[src/rtl/alu_pkg.sv]
// Shared ALU datapath constants used by the result selector/distributor blocks.
package alu_pkg;

  localparam int unsigned ALU_WIDTH    = 16;
  localparam int unsigned ALU_SEL_W    = 4;
  localparam int unsigned ALU_CHANNELS = 2 ** ALU_SEL_W;

endpackage

[src/rtl/demux_channel.sv]
// One holding channel of the result distributor: a data register plus its full flag.
module demux_channel #(
  parameter int unsigned Width = 16
) (
  input  logic             clk_i,
  input  logic             rst_ni,
  input  logic             clr_i,
  input  logic             load_i,
  input  logic             ack_i,
  input  logic [Width-1:0] data_i,
  output logic [Width-1:0] data_o,
  output logic             full_o,
  output logic             full_d_o
);

  logic [Width-1:0] data_q, data_d;
  logic             full_q, full_d;

  // A load wins over an ack, so write+ack on the same channel keeps it full.
  always_comb begin
    data_d = data_q;
    full_d = full_q;
    if (clr_i) begin
      data_d = '0;
      full_d = 1'b0;
    end else if (load_i) begin
      data_d = data_i;
      full_d = 1'b1;
    end else if (ack_i) begin
      full_d = 1'b0;
    end
  end

  always_ff @(posedge clk_i or negedge rst_ni) begin
    if (!rst_ni) begin
      data_q <= '0;
      full_q <= 1'b0;
    end else begin
      data_q <= data_d;
      full_q <= full_d;
    end
  end

  assign data_o   = data_q;
  assign full_o   = full_q;
  assign full_d_o = full_d;

endmodule

[src/rtl/demux_1x16.sv]
// Registered 1-to-16 result distributor with per-channel full flags and acknowledge.
module demux_1x16
  import alu_pkg::*;
#(
  parameter int unsigned WIDTH = ALU_WIDTH,
  parameter int unsigned SEL_W = ALU_SEL_W
) (
  input  logic                        clk,
  input  logic                        rst_n,
  input  logic                        clr,
  input  logic                        in_valid,
  output logic                        in_ready,
  input  logic [WIDTH-1:0]            in_data,
  input  logic [SEL_W-1:0]            in_sel,
  output logic [(2**SEL_W)*WIDTH-1:0] y_out,
  output logic [(2**SEL_W)-1:0]       y_valid,
  input  logic [(2**SEL_W)-1:0]       y_ack,
  output logic [SEL_W:0]              occupancy
);

  localparam int unsigned NumCh = 2 ** SEL_W;

  logic             fire;
  logic [NumCh-1:0] load;
  logic [NumCh-1:0] full_d;
  logic [SEL_W:0]   occ_q, occ_d;

  assign in_ready = !clr && (!y_valid[in_sel] || y_ack[in_sel]);
  assign fire     = in_valid && in_ready;

  // Gating by fire keeps a don't-care select from disturbing any channel.
  always_comb begin
    load = '0;
    for (int k = 0; k < NumCh; k++) begin
      load[k] = fire && (in_sel == SEL_W'(k));
    end
  end

  for (genvar k = 0; k < NumCh; k++) begin : g_ch
    demux_channel #(
      .Width(WIDTH)
    ) u_ch (
      .clk_i   (clk),
      .rst_ni  (rst_n),
      .clr_i   (clr),
      .load_i  (load[k]),
      .ack_i   (y_ack[k]),
      .data_i  (in_data),
      .data_o  (y_out[k*WIDTH +: WIDTH]),
      .full_o  (y_valid[k]),
      .full_d_o(full_d[k])
    );
  end

  // Counting next-state flags keeps occupancy in step with y_valid.
  always_comb begin
    occ_d = '0;
    for (int k = 0; k < NumCh; k++) begin
      occ_d = occ_d + (SEL_W + 1)'(full_d[k]);
    end
  end

  always_ff @(posedge clk or negedge rst_n) begin
    if (!rst_n) begin
      occ_q <= '0;
    end else begin
      occ_q <= occ_d;
    end
  end

  assign occupancy = occ_q;

endmodule

[config.mk]
export PLATFORM = sky130hd
export DESIGN_NAME = demux_1x16
export DESIGN_NICKNAME = d
export VERILOG_FILES = /design/src/rtl/alu_pkg.sv /design/src/rtl/demux_channel.sv /design/src/rtl/demux_1x16.sv
export SDC_FILE = /design/constraint.sdc
export NUM_CORES = 1
export LEC_CHECK = 0
export BUFFER_PORTS_ARGS = -buffer_cell sky130_fd_sc_hd__buf_2
export CAP_MARGIN = 10
export CORE_MARGIN = 2
export CORE_UTILIZATION = 53
export DETAILED_ROUTE_END_ITERATION = 12
export PLACE_DENSITY = 0.8
export SLEW_MARGIN = 30
export SYNTH_ARGS = -nofsm -noshare
export SYNTH_HDL_FRONTEND = slang
export SYNTH_SLANG_ARGS = --single-unit
[constraint.sdc]
create_clock -name clk -period 6.3 [get_ports clk]
set_input_delay 1.26 -clock clk [delete_from_list [all_inputs] [get_ports clk]]
set_output_delay 1.26 -clock clk [all_outputs]
set_load 0.01 [all_outputs]
# [Yosys cells after proc, flatten, opt, wreduce, memory -nomap -nowiden]
# Cells that the tools add are included.
[totals] regBits=277 latch_bits=0 ramBits=0 rom_bits=0 inputBits=40 output_inout_bits=278 word_cells=186 mem_count=0
[op_classes] add_sub_neg=15 n_mul=0 n_div=0 order_cmp=1 n_eq_ne=15 n_shift=0 muxes=84 bitwise_logic=0 n_reduce_logical=38
[op_table] operator="2-to-1 mux 16 bit" count=32
[op_table] operator="adder 5 x 1 -> 5 bit" count=11
[op_table] operator="2-to-1 mux 1 bit" count=50
[op_table] operator="equality test 4 bit (second input constant)" count=8
[op_table] operator="nonzero test 2 bit" count=16
[op_table] operator="logical AND 1 bit" count=18
[op_table] operator="equality test 4 x 3 -> 1 bit (second input constant)" count=4
[op_table] operator="binary-select mux 1 bit (select 4 bit)" count=2
[op_table] operator="equality test 4 x 2 -> 1 bit (second input constant)" count=2
[op_table] operator="adder 4 x 1 -> 5 bit" count=1
[op_table] operator="less-than comparator 4 x 5 -> 1 bit (second input constant)" count=1
[op_table] operator="adder 3 x 1 -> 4 bit" count=1
[op_table] operator="equality test 4 x 1 -> 1 bit (second input constant)" count=1
[op_table] operator="zero test 4 bit" count=1
[op_table] operator="adder 2 x 1 -> 3 bit" count=1
[op_table] operator="adder 1 x 1 -> 2 bit" count=1
[op_table] operator="zero test 1 bit" count=2
[op_table] operator="logical OR 1 bit" count=1

# [Logic depth before layout (Yosys ltp)]
[logic_depth] ltp_word=24 mapped_depth=19 ltp_nobuf=17

# [Modules after synthesis]
# A second synthesis with hierarchy kept.
[hier_totals] cells_unflattened=1003 area_unflattened_um2=12359.4
[modules_own_cells] mod="demux_channel" n_inst=16 cells_each=56 area_per_inst_um2=701.9 seq_area_each_um2=425.4
[modules_own_cells] mod="demux_1x16" n_inst=1 cells_each=107 area_per_inst_um2=1128.6 seq_area_each_um2=125.1

# [Worst setup path before layout]
# No wires, ideal clock.
[synth_path] path_type="input to register" startpoint="input port in_sel[0]" endpoint="register occ_q[4], in the netlist occupancy[4]" setup_ns=0.119 arrival_ns=5.565 required_ns=6.181 slack_ns=0.615 path_stages=19 n_path_buf=3 path_cell_list="buf_6 -> mux4_2 -> nand3_1 -> and3_2 -> o21ai_2 -> buf_6 -> buf_12 -> a21o_1 -> fa_1 -> inv_1 -> fa_1 -> fa_1 -> inv_1 -> fa_1 -> inv_1 -> ha_1 -> fa_1 -> a21oi_1 -> nor2b_1"
[synth_between] elab_chain_len=24 elab_cells_between_ends=87 classes_between="add/sub (15); eq/ne (15); mux (36); reduce/logical (21)"
[synth_rtl] item="from (decl)" line_no="demux_1x16.sv:14" rtl="input logic [SEL_W-1:0] in_sel,"
[synth_rtl] item="binary-select mux 1 bit (select 4 bit)" line_no="demux_1x16.sv:28" rtl="assign in_ready = !clr && (!y_valid[in_sel] || y_ack[in_sel]);"
[synth_rtl] item="2-to-1 mux 1 bit (not written as such)" line_no="demux_1x16.sv:28"
[synth_rtl] item="zero test 1 bit" line_no="demux_1x16.sv:28"
[synth_rtl] item="logical OR 1 bit" line_no="demux_1x16.sv:28"
[synth_rtl] item="logical AND 1 bit" line_no="demux_1x16.sv:28"
[synth_rtl] item="logical AND 1 bit" line_no="demux_1x16.sv:29" rtl="assign fire = in_valid && in_ready;"
[synth_rtl] item="logical AND 1 bit" line_no="demux_1x16.sv:35" rtl="load[k] = fire && (in_sel == SEL_W'(k));"
[synth_rtl] item="2-to-1 mux 1 bit" line_no="demux_channel.sv:26" rtl="end else if (load_i) begin"
[synth_rtl] item="2-to-1 mux 1 bit" line_no="demux_channel.sv:23" rtl="if (clr_i) begin"
[synth_rtl] item="adder 1 x 1 -> 2 bit" line_no="demux_1x16.sv:59" rtl="occ_d = occ_d + (SEL_W + 1)'(full_d[k]);"
[synth_rtl] item="adder 2 x 1 -> 3 bit" line_no="demux_1x16.sv:59"
[synth_rtl] item="adder 3 x 1 -> 4 bit" line_no="demux_1x16.sv:59"
[synth_rtl] item="adder 4 x 1 -> 5 bit" line_no="demux_1x16.sv:59"
[synth_rtl] item="adder 5 x 1 -> 5 bit (10 in a row)" line_no="demux_1x16.sv:59"
[synth_rtl] item="adder 5 x 1 -> 5 bit (*)" line_no="demux_1x16.sv:59"
[synth_rtl] item="via occ_d[4]" line_no="demux_1x16.sv:26" rtl="logic [SEL_W:0] occ_q, occ_d;"
[synth_rtl] item="to (signal assigned)" line_no="demux_1x16.sv:65" rtl="occ_q <= '0;"
[synth_rtl] item="to (signal assigned)" line_no="demux_1x16.sv:67" rtl="occ_q <= occ_d;"
[synth_rtl] item="to (decl)" line_no="demux_1x16.sv:26"
# Mark *: on every way through the listed nets, which the timed path passes. The rest lies on a longest branch. The select of a mux whose other input is x is not followed.
# A chain may end at the register's enable or synchronous reset.

# [Final worst setup path]
# Same ends and word-level chain as after synthesis.

==> reports/qor.txt <==
Run status: finished clean
Fmax: 184.7 MHz
Seq/Total Area, Yosys: 55.99%
Pleak: 9.384 nW
Synth Flop Type: dfrtp_1
Post-synth EDFFs: 0
Max_cap viols: 0
Slew @ Worst Pin: 882.0 ps
Post-Synthesis Cell Area: 12380 um2
Drt total wl: 33.75 mm
First DRT Iteration DRCs: 507
Hold Crit Depth: 2
Final Cycle Share: 85.93%
DRT Pass-1 Iters: 5
CTS Buf Count: 29
WHS: 512.4 ps
Wire per inst: 20.59 um
Placed Cells: 1584
RSZ-0062 raised after global routing: false
Die Footprint: 24600 um2
Clk sinks: 277
Main area contributors after synthesis: dfrtp_1 56%, mux2i_1 21%, nor2_1 6.2%
Vias in the first global route: 8659
Max IR drop VDD: 226.6 uV
WP data arrival: 5850 ps
Root buffer cell: clkbuf_16
DRC Markers: 0
# Post-CTS Setup Buffers: 0
Total global routing overflow: 0
Setup-failing EPs final: 0
Via count: 8719
Worst Setup Path Type: input pin to register
CP startpoint kind: input pin
Share of the synthesized area in the top cell type: 55.99%
Fin Setup TNS: 0 ps
Area delta synth->final: 20.96%
Critical-path maximum fanout: 13
Final ANT Viol Nets: 0
Pwr Density: 254.4 nW/um2
Core Footprint: 22780 um2
Worst min-delay path class: register to register
Crit end category: register
GRT Total Usage: 27.26%
Initial core utilization: 54.35%
CP cell instances: buf_2 > mux4_2 > a22oi_1 > and3_2 > o21ai_2 > a21o_1 > fa_1 > inv_1 > fa_1 > fa_1 > inv_1 > fa_1 > inv_1 > ha_1 > fa_1 > a21oi_1 > nor2b_1
Leading area contributor after synthesis: dfrtp_1
Synth cell types: 29
First-pass GRT wire length: 51.21 mm
Worst Clk Skew: 21.88 ps
DR vias/cell: 5.320
RePlAce Congestion: 0.9235
Most frequent CP cell: fa_1
Critical Path RT: 6730 ps
R2r worst-path depth: 16
PostCTS Resize Cnt: 0
CTS Buffer Depth: 3
Most numerous cell in the Yosys netlist: dfrtp_1
Initial antenna violation count: 0
Skew-Pair Late Insertion Delay: 560 ps
Die Wd: 156.8 um
Synthesized Nets: 1086
Detailed Place HPWL: 22.70 mm
Nets: 1358
Most frequent cells after synthesis: 277 x dfrtp_1, 256 x mux2i_1, 203 x nor2_1, 100 x nand2b_1, 48 x clkbuf_1
Height of the die: 156.8 um
Mapped Cells: 1031
TritonCTS clock tree: done
Worst-path clk slew: 60 ps
Mapped Avg Cell Area: 12.01 um2
Async set-reset flop share out of synthesis: 100.0%
H-tree Lvls: 1
ANT cells: 0
Final min period: 5414 ps
Largest net degree at the start of global routing: 168
I/O pin cnt: 318
CP max stage delay: 580 ps
Warnings, synthesis: 0
Crit-path slowest cell: mux4_2
Worst slew margin: 41.20%
Port Buffers: 317
Max-slew violation count: 0
FF+latch count, synth: 277
Floorplan row count: 55
Non-filler cells, final: 1639
Layout cell share with drive strength beyond 1: 30.32%
Hold_buf cts: 0
Endpoints failing hold: 0
per-stage QoR:
stage / cell area, um2 / setup WS (ps) / power [W] / util [%]
2_1_floorplan: 12380 / 615.2 / 0.001942 / -
4_1_cts: 14950 / 913.8 / 0.003842 / 65.62
3_3_place_gp: 13910 / 388.7 / 0.002045 / 61.07
5_1_grt: 14970 / 656.2 / 0.003938 / 65.74
6_report: 14970 / 886.3 / 0.003810 / 65.74
3_5_place_dp: 13940 / 333.9 / 0.002050 / 61.19
routing by layer:
layer | track usage [%] | wire [um]
met2 | 42.82 | 15990
met4 | 6.553 | 749
met3 | 9.250 | 3348
met5 | 0 | 0
met1 | 36.77 | 13660
placed cells by master (no fill, tap or decap), types with 3 or more instances in the layout:
cell type / count
a21oi_1: 13
nand3_1: 12
nor2_1: 203
o21ai_2: 4
inv_1: 20
mux2i_1: 256
bufinv_16: 4
clkinv_2: 9
nand2_1: 3
nand2b_1: 100
clkbuf_1: 4
ha_1: 5
buf_4: 19
fa_1: 10
a21o_1: 8
nor2b_1: 3
dfrtp_1: 277
mux4_2: 6
buf_2: 315
clkbuf_16: 29
clkbuf_8: 5
worst paths after layout:
path,from,slack [ps],endpoint
worst max-delay path,in_sel[0],890,occupancy[4]
worst min-delay path,g_ch[11].u_ch.data_o[8],510,g_ch[11].u_ch.data_o[8]
worst max register to register,g_ch[3].u_ch.full_o,1540,occupancy[4]
worst min register to register,g_ch[11].u_ch.data_o[8],510,g_ch[11].u_ch.data_o[8]
max in group asynchronous,rst_n,4110,g_ch[0].u_ch.data_o[6]
min in group asynchronous,rst_n,780,g_ch[7].u_ch.data_o[8]
power breakdown:
part           internal (W)  switching (W)  total, W  leakage [nW]
Clock               0.00106       0.000728   0.00179         0.503
Sequential          0.00179     0.00000707   0.00180          3.86
Combinational     0.0000655       0.000152  0.000218          5.02
Total               0.00292       0.000888   0.00381          9.38
cell families (layout without fill, tap and decap cells):
group / Yosys count / after routing / synth area share (%)
DFF: 277 / 277 / 55.99
and+or+nand+nor: 328 / 328 / 12.39
AOI/OAI and AO/OA: 27 / 27 / 1.455
buffers and inverters: 118 / 413 / 5.680
xor gates and xnor gates: 2 / 2 / 0.1415
adders and majority gates: 15 / 15 / 2.122
muxes: 264 / 264 / 22.22
state kept, by name, indices dropped and copies added, names as in the netlist:
signal            count
occupancy             5
g_ch.u_ch.data_o    256
g_ch.u_ch.full_o     16
cell type report:
class,instances,area (um2)
repair buffers,339,1823
well taps,313,391.6
fillers,1741,7804
inverters,20,75.07
clock inverters,17,212.7
flip-flops and latches,277,6932
multi-input cells,636,4745
clock buffers,37,795.8
worst max-delay path, delay by kind of cell:
family	cells	cell delay [ps]
muxes	1	580
and+or+nand+nor	2	350
adders and majority gates	6	2610
AOI/OAI and AO/OA	4	600
buffers and inverters	4	440
Power figures use the tool's default switching activity.
